`src/rtl/ps2_host_tx.sv`:
```
// Host-to-device PS/2 transmitter: request-to-send, 8 data bits, odd parity, stop, ACK check.
// Optional build macro PS2TX_ACK_CHECK_EN: a missing device ACK ends the transfer with error.
`timescale 1ns/1ps
module ps2_host_tx #(
  parameter int INHIBIT_CYCLES = 2500,
  parameter int START_CYCLES   = 32,
  parameter int TIMEOUT_CYCLES = 400000
) (
  input  logic       clock,
  input  logic       reset_n,
  input  logic       ps_clk,
  input  logic       ps_dat,
  output logic       ps_clk_oe,
  output logic       ps_dat_oe,
  input  logic [7:0] data,
  input  logic       send,
  output logic       busy,
  output logic       done,
  output logic       error
);

  localparam int MAX_A   = (INHIBIT_CYCLES > START_CYCLES) ? INHIBIT_CYCLES : START_CYCLES;
  localparam int MAX_CYC = (MAX_A > TIMEOUT_CYCLES) ? MAX_A : TIMEOUT_CYCLES;
  localparam int CNT_W   = $clog2(MAX_CYC + 1);

  localparam logic [CNT_W-1:0] INH_LAST   = CNT_W'(INHIBIT_CYCLES - 1);
  localparam logic [CNT_W-1:0] START_LAST = CNT_W'(START_CYCLES - 1);
  localparam logic [CNT_W-1:0] TMO_LAST   = CNT_W'(TIMEOUT_CYCLES - 1);

  localparam logic [2:0] S_IDLE     = 3'd0;
  localparam logic [2:0] S_INHIBIT  = 3'd1;
  localparam logic [2:0] S_START    = 3'd2;
  localparam logic [2:0] S_SHIFT    = 3'd3;
  localparam logic [2:0] S_ACK      = 3'd4;
  localparam logic [2:0] S_WAITIDLE = 3'd5;

  logic [2:0]       state;
  logic [8:0]       shift_reg;
  logic [3:0]       bit_cnt;
  logic [CNT_W-1:0] cnt;
  logic [1:0]       clk_sync;
  logic [1:0]       dat_sync;
  logic             clk_d;
  logic             fe;
  logic             watched;
  logic             wd_expired;

  // Lines idle high, so the synchronisers come out of reset at 1
  always_ff @(posedge clock or negedge reset_n) begin
    if (!reset_n) begin
      clk_sync <= 2'b11;
      dat_sync <= 2'b11;
      clk_d    <= 1'b1;
    end else begin
      clk_sync <= {clk_sync[0], ps_clk};
      dat_sync <= {dat_sync[0], ps_dat};
      clk_d    <= clk_sync[1];
    end
  end

  assign fe         = clk_d & ~clk_sync[1];
  assign watched    = (state == S_SHIFT) || (state == S_ACK) || (state == S_WAITIDLE);
  assign wd_expired = (cnt == TMO_LAST);
  assign busy       = (state != S_IDLE);

  always_ff @(posedge clock or negedge reset_n) begin
    if (!reset_n) begin
      state     <= S_IDLE;
      ps_clk_oe <= 1'b0;
      ps_dat_oe <= 1'b0;
      done      <= 1'b0;
      error     <= 1'b0;
      shift_reg <= '0;
      bit_cnt   <= '0;
      cnt       <= '0;
    end else begin
      done  <= 1'b0;
      error <= 1'b0;
      if (watched && !fe && wd_expired) begin
        // Device went silent: let go of both lines and give up
        state     <= S_IDLE;
        ps_clk_oe <= 1'b0;
        ps_dat_oe <= 1'b0;
        error     <= 1'b1;
      end else begin
        if (watched) cnt <= fe ? '0 : cnt + 1'b1;
        case (state)
          S_IDLE: begin
            if (send) begin
              shift_reg <= {~^data, data};
              cnt       <= '0;
              ps_clk_oe <= 1'b1;
              state     <= S_INHIBIT;
            end
          end
          S_INHIBIT: begin
            if (cnt == INH_LAST) begin
              cnt       <= '0;
              ps_dat_oe <= 1'b1;
              state     <= S_START;
            end else begin
              cnt <= cnt + 1'b1;
            end
          end
          S_START: begin
            // Releasing clock with data held low presents the start bit
            if (cnt == START_LAST) begin
              cnt       <= '0;
              ps_clk_oe <= 1'b0;
              bit_cnt   <= '0;
              state     <= S_SHIFT;
            end else begin
              cnt <= cnt + 1'b1;
            end
          end
          S_SHIFT: begin
            if (fe) begin
              if (bit_cnt == 4'd9) begin
                ps_dat_oe <= 1'b0;
                state     <= S_ACK;
              end else begin
                ps_dat_oe <= ~shift_reg[0];
                shift_reg <= {1'b0, shift_reg[8:1]};
                bit_cnt   <= bit_cnt + 4'd1;
              end
            end
          end
          S_ACK: begin
            if (fe) begin
`ifdef PS2TX_ACK_CHECK_EN
              if (dat_sync[1]) begin
                state <= S_IDLE;
                error <= 1'b1;
              end else begin
                state <= S_WAITIDLE;
              end
`else
              state <= S_WAITIDLE;
`endif
            end
          end
          S_WAITIDLE: begin
            if (clk_sync[1] && dat_sync[1]) begin
              state <= S_IDLE;
              done  <= 1'b1;
            end
          end
          default: begin
            state     <= S_IDLE;
            ps_clk_oe <= 1'b0;
            ps_dat_oe <= 1'b0;
          end
        endcase
      end
    end
  end

endmodule

```
`config.mk`:
```
export PLATFORM = sky130hd
export DESIGN_NAME = ps2_host_tx
export DESIGN_NICKNAME = d
export VERILOG_FILES = /design/src/rtl/ps2_host_tx.sv
export SDC_FILE = /design/constraint.sdc
export NUM_CORES = 1
export LEC_CHECK = 0
export CAP_MARGIN = 25
export CORE_MARGIN = 2
export CORE_UTILIZATION = 55
export DETAILED_ROUTE_END_ITERATION = 8
export PLACE_DENSITY = 0.76
export SLEW_MARGIN = 20
export SYNTH_ARGS = -nofsm -noshare
export SYNTH_HDL_FRONTEND = slang
export SYNTH_SLANG_ARGS = --single-unit
```
`constraint.sdc`:
```
create_clock -name clock -period 4.1 [get_ports clock]
set_input_delay 0.82 -clock clock [delete_from_list [all_inputs] [get_ports clock]]
set_output_delay 0.82 -clock clock [all_outputs]
set_load 0.1 [all_outputs]
```
# Word-level counts from Yosys, hierarchy flattened
# Index checks and enable logic that the tools add are counted.
# totals
ff_bits,44
in_bits,13
output_inout_bits,5
wordCells,93
# classes
n_addsub,2
n_eq_ne,22
muxes,36
n_bitwise,4
n_reduce_logical,18
# ops
operator,n
19-bit two-way mux,5
19-bit one-hot mux with 3 select lines,1
9-bit two-way mux,3
3-bit two-way mux,8
"19-bit by 1-bit adder with 19-bit output, second input constant",1
"19-bit by 12-bit equality test with 1-bit output, second input constant",1
"19-bit equality test, second input constant",1
"19-bit by 5-bit equality test with 1-bit output, second input constant",1
3-bit one-hot mux with 6 select lines,1
9-bit one-hot mux with 2 select lines,1
4-bit two-way mux,3
1-bit two-way mux,11
5-bit AND reduction,2
"3-bit inequality test, second input constant",3
"2-bit inequality test, second input constant",4
4-bit one-hot mux with 2 select lines,1
4-bit OR reduction,2
8-bit XNOR reduction,1
7-bit AND reduction,1
"3-bit by 2-bit equality test with 1-bit output, second input constant",2
"3-bit equality test, second input constant",2
"3-bit by 1-bit inequality test with 1-bit output, second input constant",2
"3-bit by 2-bit inequality test with 1-bit output, second input constant",2
1-bit one-hot mux with 3 select lines,2
13 further kinds,21

# Depth between registers and ports, before layout
# Gate-level depths: netlist (run 1).
# logic_depth
ltp_word,7
depth_mapped,9

# Least setup slack after synthesis (run 1)
# OpenSTA, ideal clock, no wires.
# synth_path
path_kind,flip-flop to flip-flop
from,register state[1]
to,register cnt[10]
t_arrival_ps,2526
required_ps,4018
setup_slack_ps,1491
path_stages_with_launch,9
n_path_buf,2
cell_sequence,dfrtp_1 clkbuf_1 nor3_1 inv_1 o21ai_1 nand2b_1 clkbuf_1 o21ai_0 o22ai_1
# synth_via
elab_chain_cells,6
word_cells_on_any_way,13
cone_classes,5 x eq/ne; 3 x mux; 5 x reduce/logical
# synth_rtl
element,line_no,text
from (decl),37,logic [2:0] state;
from (signal assigned),68,state <= S_IDLE;
from (signal assigned),81,state <= S_IDLE;
from (signal assigned),93,state <= S_INHIBIT;
3-bit by 2-bit equality test with 1-bit output / 3-bit equality test (equally long branches),62,assign watched = (state == S_SHIFT) || (state == S_ACK) || (state == S_WAITIDLE);
1-bit logical OR (2 in series),62,
19-bit two-way mux,86,if (watched) cnt <= fe ? '0 : cnt + 1'b1;
19-bit two-way mux,89,if (send) begin
19-bit one-hot mux with 3 select lines,87,case (state)
to (signal assigned),86,
to (signal assigned),102,cnt <= cnt + 1'b1;
to (signal assigned),113,cnt <= cnt + 1'b1;
to (decl),40,logic [CNT_W-1:0] cnt;
# Parallel ways exist; a longest one is shown, timed or not.
# A chain may end at the register's enable or synchronous reset.

# Final worst setup path (run 1)
# layout_path
from,register state[0]
to,output busy
# layout_via
elab_chain_cells,1
# layout_rtl
element,line_no,text
3-bit nonzero test,64,assign busy = (state != S_IDLE);
to (decl),17,"output logic busy,"
# Every way passes these cells.

==> results of run 1 <==
[worst paths after layout]
| path | cells past startpoint | endpoint | start |
|---|---|---|---|
| setup / recovery | 3 | busy | state[0]$_DFFE_PN0P_ |
| hold / removal | 0 | clk_sync[1]$_DFF_PN1_ | clk_sync[0]$_DFF_PN1_ |
| setup reg to reg | 6 | cnt[3]$_DFFE_PN0P_ | cnt[13]$_DFFE_PN0P_ |
| hold reg to reg | 0 | clk_sync[1]$_DFF_PN1_ | clk_sync[0]$_DFF_PN1_ |
| max in group asynchronous | 1 | clk_sync[0]$_DFF_PN1_ | reset_n |
| min in group asynchronous | 1 | state[0]$_DFFE_PN0P_ | reset_n |
[synthesized netlist by cell type (2+ instances only)]
cell type   n
dfrtp_1    39
nand2_1    32
nor2_1     25
o21ai_0    25
nand3_1    16
mux2i_1    11
a21oi_1     8
inv_1       8
nor3_1      8
xnor2_1     8
clkbuf_1    7
dfstp_2     5
and3_1      4
nand4_1     4
o22ai_1     4
ha_1        3
nand2b_1    3
o211ai_1    3
o21ai_1     3
o31ai_1     3
xor2_1      3
a32o_1      2
buf_4       2
nand4b_1    2
nor2b_1     2
nor4_1      2
o32ai_1     2
or2_2       2
or3_1       2
or4_1       2
[power by group]
part           leakage (nW)  switching (mW)  total, mW  internal (mW)
clock                0.0645           0.148      0.363          0.215
combinational         0.531           0.457      0.718          0.261
sequential            0.568           0.116      0.648          0.532
total                  1.16           0.721       1.73           1.01
[metal layers]
layer / vias up / track usage, %
met2: 55 / 35.1
met3: 9 / 4.91
li1: 967 / -
met4: 0 / 7.05
met1: 920 / 29.6
met5: - / 0
[logic make-up after synthesis]
family                   synth area share [%]
XOR/XNOR                                 4.03
adder cells (fa/ha/maj)                  1.57
multiplexers                             5.07
AND/OR/NAND/NOR                          23.8
buffers and inverters                    3.61
flip-flops                               46.3
AO/OA/AOI/OAI                            15.6
[area by class of cell]
class                      count  area [um2]  area share [%]
inverter                       8        30.0            1.11
multi-input combinational    197        1200            44.3
clock buffer                   7        96.3            3.56
sequential                    44        1110            40.9
clock inverter                 1        30.0            1.11
timing repair buffer          19         180            6.66
tap                           50        62.6            2.31
==> insert_results.sql, run 1 <==
INSERT INTO impl_metrics (metric_group, metric, value, unit) VALUES
('run_status', 'outcome', 'finished, final reports clean', ''),
('clock_network', 'post-cts-setup-buffer-count', '0', ''),
('drt', 'dr_wl_met3', '271', 'um'),
('final_layout', 'finish.utilization', '66.2', '%'),
('clock_network', 'cts_hold_repair.buffers', '0', ''),
('clock_network', 'clk_latency', '300', 'ps'),
('clock_network', 'total_clock_buffers_created_by_cts', '5', ''),
('power', 'total_leakage_power', '1.16', 'nW'),
('drt', 'route.layer.met1.wl', '2260', 'um'),
('floorplan', 'rows', '23', ''),
('clock_network', 'cts_tree', 'yes', ''),
('global_route', 'grt_first_pass_wirelength', '8610', 'um'),
('drt', 'postRouteAntennaNets', '0', ''),
('worst_setup_path', 'worstSetupPathType', 'reg -> out', ''),
('timing', 'maxSlewHeadroom', '35.7', '%'),
('clock_network', 'maximum_count_of_clock_buffers_along_a_single_path', '2', ''),
('power', 'power_density_cells', '639', 'nW/um2'),
('drt', 'drt_iter0_drc', '116', ''),
('global_route', 'grt_usage', '21.9', '%'),
('logic_synthesis', 'yosysWarnings', '0', ''),
('final_layout', 'antenna_cells_inserted', '0', ''),
('place', 'dpl-instance-area', '2570', 'um2'),
('logic_synthesis', 'synth_edf_count', '0', ''),
('worst_setup_path', 'cp_required', '3280', 'ps'),
('worst_setup_path', 'ff2ff_setup_slack', '1130', 'ps'),
('place', 'placed_cells', '317', ''),
('worst_hold_path', 'hold_class', 'reg -> reg', ''),
('drt', 'vias', '1951', ''),
('place', 'place_worst_setup_slack', '1190', 'ps'),
('logic_synthesis', 'syn_avg_cell_area', '9.20', 'um2'),
('logic_synthesis', 'synth_area', '2390', 'um2'),
('global_route', 'grt-ovfl-total', '0', ''),
('final_layout', 'layout.cell_area.non_filler', '2710', 'um2'),
('timing', 'fmax', '312', 'MHz'),
('logic_synthesis', 'ys_top_cells_by_area', 'dfrtp_1 41%, dfstp_2 5.5%, o21ai_0 5.2%', ''),
('timing', 'rsz_0062_raised_after_global_routing', 'no', ''),
('logic_synthesis', 'ys_ff_latch', '44', ''),
('place', 'place_hpwl', '3480', 'um'),
('drt', 'wl', '4960', 'um'),
('timing', 'slew_viol_final', '0', ''),
('drt', 'drt_first_pass_iters', '4', ''),
('global_route', 'grt_max_degree', '45', ''),
('clock_network', 'post_cts_resized', '0', ''),
('worst_setup_path', 'worstSetupEndpointType', 'output pin', ''),
('drt', 'dr.max_layer_used', 'met4', ''),
('logic_synthesis', 'synthFlopType', 'dfrtp_1', ''),
('floorplan', 'floorplan.initialDensity', '58.5', '%'),
('worst_setup_path', 'critical_path.max_fanout', '15', ''),
('timing', 'min_period', '3200', 'ps'),
('worst_setup_path', 'worstPathCellList', 'nor3_1 -> inv_1 -> clkdlybuf4s50_1', ''),
('drt', 'detail_route.vias_per_cell', '5.98', ''),
('worst_setup_path', 'worst_path_largest_cell_delay', '1140', 'ps'),
('logic_synthesis', 'cell_taking_the_most_area_after_synthesis', 'dfrtp_1', ''),
('logic_synthesis', 'netlist.area_leader.share', '40.8', '%'),
('logic_synthesis', 'postSynthNetCount', '276', ''),
('logic_synthesis', 'syn-instance-count', '260', ''),
('logic_synthesis', 'ys_async_sr_fraction', '100', '%'),
('place', 'numPortBuffers', '17', ''),
('timing', 'final-hold-violation-count', '0', ''),
('timing', 'period_share', '78.1', '%'),
('timing', 'largest_clock_skew_in_the_final_design', '4.55', 'ps'),
('final_layout', 'layout.cells.most_common', 'dfrtp_1', ''),
('floorplan', 'chipHeight', '70.0', 'um'),
('drt', 'drc', '0', ''),
('worst_setup_path', 'timing.critical_path.arrival', '2380', 'ps'),
('clock_network', 'cts.sinks', '44', ''),
('place', 'gp_congestion', '0.884', ''),
('timing', 'timing.final.setup_violations', '0', ''),
('final_layout', 'layout.nets', '291', ''),
('global_route', 'initial_antenna_violation_count', '0', ''),
('timing', 'fin_hold_ws', '358', 'ps');
Power figures use the tool's default switching activity.
==> inputs of run 2 (changes only) <==
CORE_UTILIZATION = 52   (was 55)
PLACE_DENSITY = 0.75   (was 0.76)
clock period = 2.8 ns   (was 4.1 ns; I/O delays follow)
==> insert_results.sql, run 2 (synthesis gave the netlist of run 1 again) <==
INSERT INTO impl_metrics (metric_group, metric, value, unit) VALUES
('power', 'total_leakage_power', '1.21', 'nW'),
('place', 'placed_cells', '325', ''),
('power', 'power_density_cells', '936', 'nW/um2'),
('timing', 'final-hold-violation-count', '0', ''),
('final_layout', 'final_cells', '335', ''),
('drt', 'drt_first_pass_iters', '4', ''),
('worst_setup_path', 'worstSetupPathType', 'reg -> reg', ''),
('worst_setup_path', 'start_kind', 'flop', ''),
('floorplan', 'core-area', '4380', 'um2'),
('final_layout', 'largest_register_ffs', '19', ''),
('clock_network', 'clock_tree.htree_level_count', '2', ''),
('final_layout', 'layout-area-overhead-vs-synth', '15.9', '%'),
('run_status', 'outcome', 'finished, final reports clean', ''),
('drt', 'vias', '2005', ''),
('global_route', 'vias_in_the_first_global_route', '1846', ''),
('floorplan', 'fp.dieArea', '5160', 'um2'),
('drt', 'drt_iter0_drc', '178', ''),
('timing', 'slew_viol_final', '0', ''),
('global_route', 'grt-ovfl-total', '0', ''),
('timing', 'tns', '0', 'ps'),
('global_route', 'grt_usage', '21.3', '%'),
('worst_setup_path', 'worstPathCellList', 'or4_1 -> or4_4 -> o311ai_4 -> nand3b_2 -> buf_4 -> a21o_1 -> a22o_1', ''),
('place', 'dpl-instance-area', '2620', 'um2'),
('clock_network', 'post-cts-setup-buffer-count', '0', ''),
('floorplan', 'die_w', '71.8', 'um'),
('drt', 'wl', '5060', 'um'),
('place', 'gp_congestion', '0.835', ''),
('global_route', 'grt_max_degree', '45', ''),
('drt', 'avgRoutedWirePerCell', '15.1', 'um'),
('final_layout', 'n_fill_cell', '367', ''),
('floorplan', 'rows', '24', ''),
('timing', 'min_period', '2660', 'ps'),
('floorplan', 'ports_placed_on_the_boundary', '18', ''),
('timing', 'timing.final.ws_setup', '139', 'ps'),
('clock_network', 'total_clock_buffers_created_by_cts', '5', ''),
('clock_network', 'maximum_count_of_clock_buffers_along_a_single_path', '2', ''),
('clock_network', 'post_cts_resized', '0', ''),
('global_route', 'initial_antenna_violation_count', '0', ''),
('clock_network', 'cts_tree', 'yes', ''),
('final_layout', 'layout.nets', '298', ''),
('worst_setup_path', 'timing.critical_path.arrival', '2850', 'ps'),
('clock_network', 'clk_latency', '300', 'ps'),
('final_layout', 'layout.cell_area.non_filler', '2770', 'um2'),
('final_layout', 'final_cell_mix', '39 x dfrtp_1, 32 x nand2_1, 25 x nor2_1, 25 x o21ai_0, 16 x nand3_1', ''),
('timing', 'fmax', '376', 'MHz'),
('place', 'numPortBuffers', '17', ''),
('timing', 'worst_slew_pin_slew', '507', 'ps'),
('power', 'vdd_ir_drop_max', '421', 'uV'),
('drt', 'detail_route.vias_per_cell', '5.99', ''),
('clock_network', 'cts.sinks', '44', ''),
('worst_setup_path', 'cp_required', '2990', 'ps'),
('floorplan', 'chipHeight', '71.8', 'um'),
('timing', 'timing.final.setup_violations', '0', ''),
('timing', 'period_share', '95.0', '%'),
('final_layout', 'antenna_cells_inserted', '0', ''),
('timing', 'largest_clock_skew_in_the_final_design', '5.58', 'ps'),
('drt', 'drc', '0', ''),
('place', 'place_hpwl', '3540', 'um'),
('worst_setup_path', 'critical_path.max_fanout', '21', ''),
('timing', 'rsz_0062_raised_after_global_routing', 'no', ''),
('floorplan', 'floorplan.initialDensity', '54.6', '%'),
('final_layout', 'post_route_cells_drive_above_1_share', '13.1', '%'),
('place', 'place_worst_setup_slack', '85.7', 'ps'),
('power', 'finalPower', '2.59', 'mW'),
('global_route', 'grt_first_pass_wirelength', '8740', 'um'),
('clock_network', 'cts_hold_repair.buffers', '0', ''),
('worst_setup_path', 'worstSetupEndpointType', 'flop', ''),
('final_layout', 'finish.utilization', '63.2', '%'),
('worst_setup_path', 'worst_path_largest_cell_delay', '550', 'ps'),
('flow_run', 'max-cap-violations', '0', ''),
('drt', 'postRouteAntennaNets', '0', ''),
('timing', 'maxSlewHeadroom', '66.2', '%'),
('clock_network', 'cts.root.buffer_cell', 'clkbuf_8', ''),
('worst_hold_path', 'hold_class', 'in -> async', ''),
('clock_network', 'path_clk_slew', '90', 'ps'),
('timing', 'fin_hold_ws', '215', 'ps'),
('final_layout', 'layout.cells.most_common', 'dfrtp_1', ''),
('worst_setup_path', 'timing.critical_path.slowest_stage_cell', 'or4_1', '');
==> run 2: cell types whose count changed in the layout (fill, tap and decap cells not counted) <==
cell,change
inv_6,+1
clkinvlp_4,+1
buf_16,+1
clkbuf_8,-2
clkdlybuf4s50_1,-5
buf_4,+9
nor2_4,+1
buf_12,+1
==> run 2: worst paths after layout <==
| kind | endpoint | slack (ps) | startpoint | cells past startpoint |
|---|---|---|---|---|
| hold / removal | cnt[2]$_DFFE_PN0P_ | 220 | reset_n | 1 |
| max in group asynchronous | dat_sync[1]$_DFF_PN1_ | 2020 | reset_n | 2 |
| min in group clock | dat_sync[1]$_DFF_PN1_ | 360 | dat_sync[0]$_DFF_PN1_ | 0 |
| setup / recovery | cnt[18]$_DFFE_PN0P_ | 140 | cnt[13]$_DFFE_PN0P_ | 7 |
| setup reg to reg | cnt[18]$_DFFE_PN0P_ | 140 | cnt[13]$_DFFE_PN0P_ | 7 |
| hold reg to reg | dat_sync[1]$_DFF_PN1_ | 360 | dat_sync[0]$_DFF_PN1_ | 0 |
==> run 2: power breakdown <==
group	switching (mW)	internal [mW]	total [mW]	leakage [nW]
clock	0.226	0.269	0.495	0.0548
combinational	0.709	0.441	1.15	0.583
sequential	0.170	0.779	0.949	0.568
total	1.11	1.49	2.59	1.21
==> run 2: cell type report <==
| class | count | area (um2) | share of cell area [%] |
|---|---|---|---|
| multi-input cells | 198 | 1210 | 43.6 |
| flip-flops and latches | 44 | 1110 | 39.9 |
| repair buffers | 25 | 245 | 8.84 |
| clock buffers | 5 | 68.8 | 2.48 |
| well taps | 52 | 65.1 | 2.35 |
| clock inverters | 3 | 46.3 | 1.67 |
| inverters | 8 | 30.0 | 1.08 |
==> run 2: worst max-delay path: cells and delay by family (launching register included) <==
family,cells,cell delay (ps)
AND/OR/NAND/NOR,3,1180
buffers and inverters,1,220
flip-flops,1,410
AO/OA/AOI/OAI,3,730
==> run 2: per-layer routing <==
layer | track usage (%) | routed length (um) | vias up
met4 | 5.03 | 43 | 0
met2 | 32.6 | 2370 | 52
met3 | 4.22 | 273 | 4
met1 | 31.3 | 2380 | 972
li1 | - | - | 977
met5 | 0 | 0 | -
